File: src/rtl/axi_rd_beat_sequencer.sv
// Responder-side AXI read address sequencer: expands one AR burst into per-beat
// addresses (FIXED / INCR / WRAP) with last flag and pass-through ID.
module axi_rd_beat_sequencer #(
    parameter int unsigned AW = 32,
    parameter int unsigned DW = 32,
    parameter int unsigned IW = 2
) (
    input  logic          S_AXI_ACLK,
    input  logic          S_AXI_ARESETN,
    input  logic          S_AXI_ARVALID,
    output logic          S_AXI_ARREADY,
    input  logic [IW-1:0] S_AXI_ARID,
    input  logic [AW-1:0] S_AXI_ARADDR,
    input  logic [7:0]    S_AXI_ARLEN,
    input  logic [2:0]    S_AXI_ARSIZE,
    input  logic [1:0]    S_AXI_ARBURST,
    output logic          o_beat_valid,
    input  logic          i_beat_ready,
    output logic [AW-1:0] o_beat_addr,
    output logic [IW-1:0] o_beat_id,
    output logic [2:0]    o_beat_size,
    output logic          o_beat_last
);
    localparam int unsigned DSZ = $clog2(DW) - 3;
    localparam int unsigned LW  = (AW < 12) ? AW : 12;

    typedef enum logic {IDLE, BURST} state_t;

    state_t        state_q;
    logic          arready_q, valid_q, fixed_q, wrap_q;
    logic [7:0]    cnt_q;
    logic [AW-1:0] addr_q, addr_d;
    logic [IW-1:0] id_q;
    logic [2:0]    size_q;
    logic [LW-1:0] mask_q;

    logic [2:0]    ar_size_c;
    logic          wrap_ok_c;
    logic [11:0]   span_c;
    logic [LW-1:0] mask_c, incr_c, lo_c, sum_c;

    // Request decode: clamped size, WRAP legality and wrap mask
    always_comb begin
        ar_size_c = (S_AXI_ARSIZE > 3'(DSZ)) ? 3'(DSZ) : S_AXI_ARSIZE;
        wrap_ok_c = (S_AXI_ARBURST == 2'b10) &&
                    ((S_AXI_ARLEN == 8'd1) || (S_AXI_ARLEN == 8'd3) ||
                     (S_AXI_ARLEN == 8'd7) || (S_AXI_ARLEN == 8'd15));
        span_c    = (12'(S_AXI_ARLEN[3:0]) + 12'd1) << ar_size_c;
        mask_c    = LW'(span_c - 12'd1);
    end

    // Increment picked from the legal sizes only, so no oversized shifts appear
    always_comb begin
        incr_c = '0;
        for (int s = 0; s <= int'(DSZ); s++) begin
            if (size_q == 3'(s)) incr_c = LW'(1) << s;
        end
    end

    // Next beat address; only the in-page low bits ever move
    always_comb begin
        lo_c   = addr_q[LW-1:0];
        sum_c  = (lo_c & ~(incr_c - LW'(1))) + incr_c;
        addr_d = addr_q;
        if (wrap_q) begin
            addr_d[LW-1:0] = (lo_c & ~mask_q) | (sum_c & mask_q);
        end else if (!fixed_q) begin
            addr_d[LW-1:0] = sum_c;
        end
    end

    always_ff @(posedge S_AXI_ACLK or negedge S_AXI_ARESETN) begin
        if (!S_AXI_ARESETN) begin
            state_q   <= IDLE;
            arready_q <= 1'b0;
            valid_q   <= 1'b0;
            fixed_q   <= 1'b0;
            wrap_q    <= 1'b0;
            cnt_q     <= '0;
            addr_q    <= '0;
            id_q      <= '0;
            size_q    <= '0;
            mask_q    <= '0;
        end else begin
            case (state_q)
                IDLE: begin
                    arready_q <= 1'b1;
                    if (S_AXI_ARVALID && arready_q) begin
                        state_q   <= BURST;
                        arready_q <= 1'b0;
                        valid_q   <= 1'b1;
                        id_q      <= S_AXI_ARID;
                        addr_q    <= S_AXI_ARADDR;
                        size_q    <= ar_size_c;
                        fixed_q   <= (S_AXI_ARBURST == 2'b00);
                        wrap_q    <= wrap_ok_c;
                        mask_q    <= mask_c;
                        cnt_q     <= S_AXI_ARLEN;
                    end
                end
                BURST: begin
                    if (i_beat_ready) begin
                        if (cnt_q == 8'd0) begin
                            state_q   <= IDLE;
                            valid_q   <= 1'b0;
                            arready_q <= 1'b1;
                        end else begin
                            cnt_q  <= cnt_q - 8'd1;
                            addr_q <= addr_d;
                        end
                    end
                end
            endcase
        end
    end

    assign S_AXI_ARREADY = arready_q;
    assign o_beat_valid  = valid_q;
    assign o_beat_addr   = addr_q;
    assign o_beat_id     = id_q;
    assign o_beat_size   = size_q;
    // Gated by valid so last reads 0 in reset and between bursts
    assign o_beat_last   = valid_q && (cnt_q == 8'd0);

endmodule

File: config.mk
export PLATFORM = sky130hd
export DESIGN_NAME = axi_rd_beat_sequencer
export DESIGN_NICKNAME = d
export VERILOG_FILES = /design/src/rtl/axi_rd_beat_sequencer.sv
export SDC_FILE = /design/constraint.sdc
export NUM_CORES = 1
export LEC_CHECK = 0
export BUFFER_PORTS_ARGS = -buffer_cell sky130_fd_sc_hd__buf_2
export CORE_MARGIN = 4
export CORE_UTILIZATION = 40
export DETAILED_ROUTE_END_ITERATION = 16
export GPL_TIMING_DRIVEN = 1
export SYNTH_ARGS = -nofsm -noshare
export SYNTH_HDL_FRONTEND = slang
export SYNTH_SLANG_ARGS = --single-unit
File: constraint.sdc
create_clock -name S_AXI_ACLK -period 5.7 [get_ports S_AXI_ACLK]
set_input_delay 0.855 -clock S_AXI_ACLK [delete_from_list [all_inputs] [get_ports S_AXI_ACLK]]
set_output_delay 0.855 -clock S_AXI_ACLK [all_outputs]
set_load 0.05 [all_outputs]
---- Word level (Yosys, flattened, before mapping) ----
Cells that the tools add are included.
word-level totals
  register bits ........................... 62
  bits of input ports ..................... 51
  output and inout port bits .............. 40
  logic and storage cells ................. 78
operators by class
  $add $sub $neg .......................... 5
  magnitude comparators ................... 1
  equal/unequal tests ..................... 12
  shifts and indexed selects .............. 1
  muxes and demuxes ....................... 26
  bitwise logic cells ..................... 7
  reduce and logical (&&, ||, !) cells .... 15
operator list
  cell                                                count
  two-way mux 12 bit                                  6
  one-hot mux 32 bit (2 select lines)                 1
  AND 12 bit                                          3
  two-way mux 32 bit                                  1
  two-way mux 8 bit                                   3
  inverter 12 bit                                     2
  subtractor 12 x 1 -> 12 bit, second input constant  2
  one-hot mux 8 bit (2 select lines)                  1
  adder 12 bit                                        1
  bitwise OR 12 bit                                   1
  << shifter 5 x 3 -> 12 bit                          1
  two-way mux 1 bit                                   10
  == test 8 x 1 -> 1 bit, second input constant       1
  == test 8 x 2 -> 1 bit, second input constant       1
  == test 8 x 3 -> 1 bit, second input constant       1
  == test 8 x 4 -> 1 bit, second input constant       1
  zero test 8 bit                                     1
  subtractor 8 x 1 -> 8 bit, second input constant    1
  != test 2 bit, second input constant                3
  one-hot mux 1 bit (2 select lines)                  3
  AND reduction 2 bit                                 3
  AND reduction 3 bit                                 2
  adder 4 x 1 -> 5 bit, second input constant         1
  AND reduction 4 bit                                 1
  12 further kinds                                    16

---- Logic depth before layout (Yosys ltp) ----
  depth in word-level cells ............... 14
  gate-level depth with buffers ........... 10
  mapped depth without buffers ............ 9

---- Least setup slack after synthesis ----
Ideal clock, no wire load.
  path type ............................... reg2reg
  from .................................... register size_q[0], in the netlist o_beat_size[0]
  to ...................................... register (tool-made name)
  setup time .............................. 0.082 ns
  arrival time ............................ 2.459 ns
  required time ........................... 5.618 ns
  setup slack ............................. 3.159 ns
  cell stages (with the launch flop) ...... 10
  buffers on the path ..................... 1
  period minus slack after synthesis ...... 2.541 ns
  cell sequence ........................... dfrtp_1 buf_4 or3_1 ha_1 mux2i_1 nor3b_1 o21a_2 nand2_1 o31a_1 o22ai_1
RTL lines
  what                    RTL line  text
  from (decl)             34        logic [2:0] size_q;
  from (signal assigned)  94        size_q <= ar_size_c;

==> metrics.cfg <==
[timing]
slew_viol_final = 0
fin_crit_ps = 3280
hold_viol_final = 0
post-route-period-util_pct = 57.6
max_freq_mhz = 305
worst_clock_skew_ps = 10.9
grt_setup_unrepaired = false
final.setup.tns_ps = 0
tightestPinTransition_ps = 905
slew_headroom_pct = 39.7
setup-violations-final = 0

[route]
total_met2_wirelength_after_detailed_routing_um = 4420
dr.pass1.iters = 4
vias_per_cell = 5.34
drc = 0
drt-met1-wl_um = 4190
ant_nets = 0
route.detailed.wl_per_inst_um = 15.2
dr.first_iter.drc_count = 171
vias = 3272
dr.max_layer_used = met4
wire_length_reported_by_the_detailed_router_um = 9320
wire_length_on_met3_um = 618

[placed_design]
placedCellCount = 597
dp.final_hpwl_um = 6690
globalplace.congestion = 0.844
port_buffers = 90

[floorplan]
die_x_um = 103
dieHeight_um = 103
effective_utilization_at_floorplan_pct = 41.0
core_area_um2 = 8720
design.die.area_um2 = 10500
io_pins = 91
standard_cell_row_count = 34

[critical_path]
worst-r2r-cell-count = 6
critical_path_cell_count = 6
critical_path_required_ps = 5920
setup_slack_on_the_worst_flop_to_flop_path_ps = 2420
critPathMaxStageDelay_ps = 720
worst_ep_arrival_time_ps = 3500
cpMaxStageDelayCell = dfrtp_1
worstPathBufferInverterCount = 0
path_class = reg -> reg
worstPathCellList = nand3b_4, a32oi_4, and2_1, o21ai_0, a21oi_1, o22ai_1
critical-path-top-delay-family = simple AND/OR/NAND/NOR gates
timing.critical_path.fanout_max = 58
timing.critical_path.from_type = flip-flop
timing.critical_path.to_type = flip-flop

[final_layout]
finalNetCount = 559
drive_gt1_share_pct = 24.0
antennaDiodeCount = 0
most_frequent_cells_in_the_layout = nand2_1, buf_2, dfrtp_1, o21ai_0, a21oi_1
instances_no_fill = 613
flow.area_growth_from_synthesis_pct = 18.4
layout.cells.most_common = nand2_1

[clock_network]
ctsHoldBuffers = 0
max-clock-path-buffers = 2
cts.htree.levels = 3
worst_setup_hold_path_clk_slew_ps = 70
cts_tree = done
clock_latency_ps = 340
cts_buffers = 9
clock_sinks = 62
cts-resized-gates = 0
post_cts_buffers = 0
clock_tree.root_cell = clkbuf_8

[synthesis]
ys_warn_count = 0
synth_cell_type_count = 61
seq_area_frac_synth_pct = 43.3
syn-cell-area_um2 = 3580
synthArstFlopShare_pct = 100
synthesis.instances = 419
postSynthNetCount = 478
synth.avg_cell_area_um2 = 8.54
ys_dominant_reg_cell = dfrtp_1
postSynthRegisterBits = 62
synth_edf_count = 0

[power_and_ir_drop]
total_power_density_per_cell_area_nw_per_um2 = 578
cellLeakagePower_nw = 2.05
comb_power_share_pct = 52.7
switching_share_pct = 51.3
p_int_w = 0.00119
pwr-share-clk_pct = 13.7
max-vdd-ir-drop_mv = 0.343
pwr-share-seq_pct = 33.6
switching_power_w = 0.00126

[worst_hold_path]
hold_class = reg -> reg
hold-path-cell-count = 2

[grt]
number_of_antenna_violations_at_the_first_check_in_global_routing = 0
globalRouteOverflowTotal = 0
grt_start_max_net_pins = 63
grt_pass1_wl_um = 15300
grt_util_all_layers_pct = 18.5
vias_in_the_first_global_route = 3246

[run]
cap_violations = 0

[status]
status = finished, final reports clean

## logic make-up after synthesis
family | Yosys count | share of synthesized area (%)
flip-flops | 62 | 43.3
buffers and inverters | 33 | 4.23
multiplexers | 5 | 1.47
AO/OA/AOI/OAI | 108 | 20.0
XOR/XNOR | 14 | 3.43
adder cells (fa/ha/maj) | 8 | 2.80
AND/OR/NAND/NOR | 189 | 24.7
## tightest hold or removal path: stages, from the launching register on
cell and delay [ps]:
dfrtp_1 340, nand2_1 50, nand2_1 50
## layer usage
| layer | global-route usage (%) | vias to the layer above |
|---|---|---|
| met3 | 4.60 | 9 |
| met1 | 25.2 | 1534 |
| met4 | 5.05 | 0 |
| met2 | 29.4 | 102 |
| li1 | - | 1627 |
| met5 | 0 | - |
## Yosys cell counts (2+ instances only)
cell type  number  area share, %
o2111ai_1       2           0.49
buf_6           2           0.63
xor2_1          7            1.7
nand3b_1        2           0.42
nand4_1         4           0.70
a211oi_1        2           0.42
nand2b_1        4           0.70
nor2_1         14            1.5
nand3_1        12            1.7
o21ai_1         9            1.3
nor3_1          6           0.84
or3_1           4           0.70
and3_1          3           0.52
a22oi_1         6            1.3
a31oi_1         4           0.70
dfrtp_1        62             43
ha_1            8            2.8
and2_1          3           0.52
o21ai_0        30            4.2
mux2i_1         3           0.84
xnor2_1         7            1.7
nor3b_2         2           0.70
o2bb2ai_1       2           0.49
o31ai_1         2           0.42
inv_1          11            1.2
nor4b_1         2           0.49
clkbuf_1       14            1.5
nand2_1       122             13
a21oi_1        17            2.4
o211ai_1        7            1.5
buf_2           4           0.56
buf_4           2           0.42
o22ai_1         9            1.6
o21a_1          4           0.84
## metrics by stage
stage | cell area, um2 | util (%) | setup WS, ps | hold slack, ps | power, W
6_report | 4240 | 48.6 | 2420 | 474 | 0.00245
5_1_grt | 4240 | 48.6 | 2170 | 496 | 0.00264
4_1_cts | 4240 | 48.6 | 2460 | 479 | 0.00247
3_5_place_dp | 4070 | 46.7 | 2410 | 461 | 0.00212
3_3_place_gp | 4070 | 46.7 | 2460 | 460 | 0.00210
2_1_floorplan | 3580 | - | 3160 | 448 | 0.00182
## worst paths after layout
kind,startpoint,end
min in group asynchronous,S_AXI_ARESETN,cnt_q[2]
hold / removal,o_beat_addr[25],o_beat_addr[25]
hold reg to reg,o_beat_addr[25],o_beat_addr[25]
setup reg to reg,state_q,flip-flop
setup / recovery,state_q,flip-flop
max in group asynchronous,S_AXI_ARESETN,mask_q[11]
## power groups by stage
stage / Clock, W / Sequential, W / Combinational (W)
floorplan: 0 / 0.00118 / 0.000641
global placement: 0 / 0.000821 / 0.00128
detailed placement: 0 / 0.000824 / 0.00130
CTS: 0.000346 / 0.000820 / 0.00130
global route: 0.000364 / 0.000854 / 0.00142
finish: 0.000335 / 0.000822 / 0.00129
## cell type report
type | count | area, um2
Fill cell | 874 | 4480
Inverter | 11 | 41.3
Tap cell | 108 | 135
Clock inverter | 4 | 22.5
Clock buffer | 12 | 145
Multi-Input combinational cell | 324 | 1880
Timing Repair Buffer | 92 | 465
Sequential cell | 62 | 1550
Power figures use the tool's default switching activity.
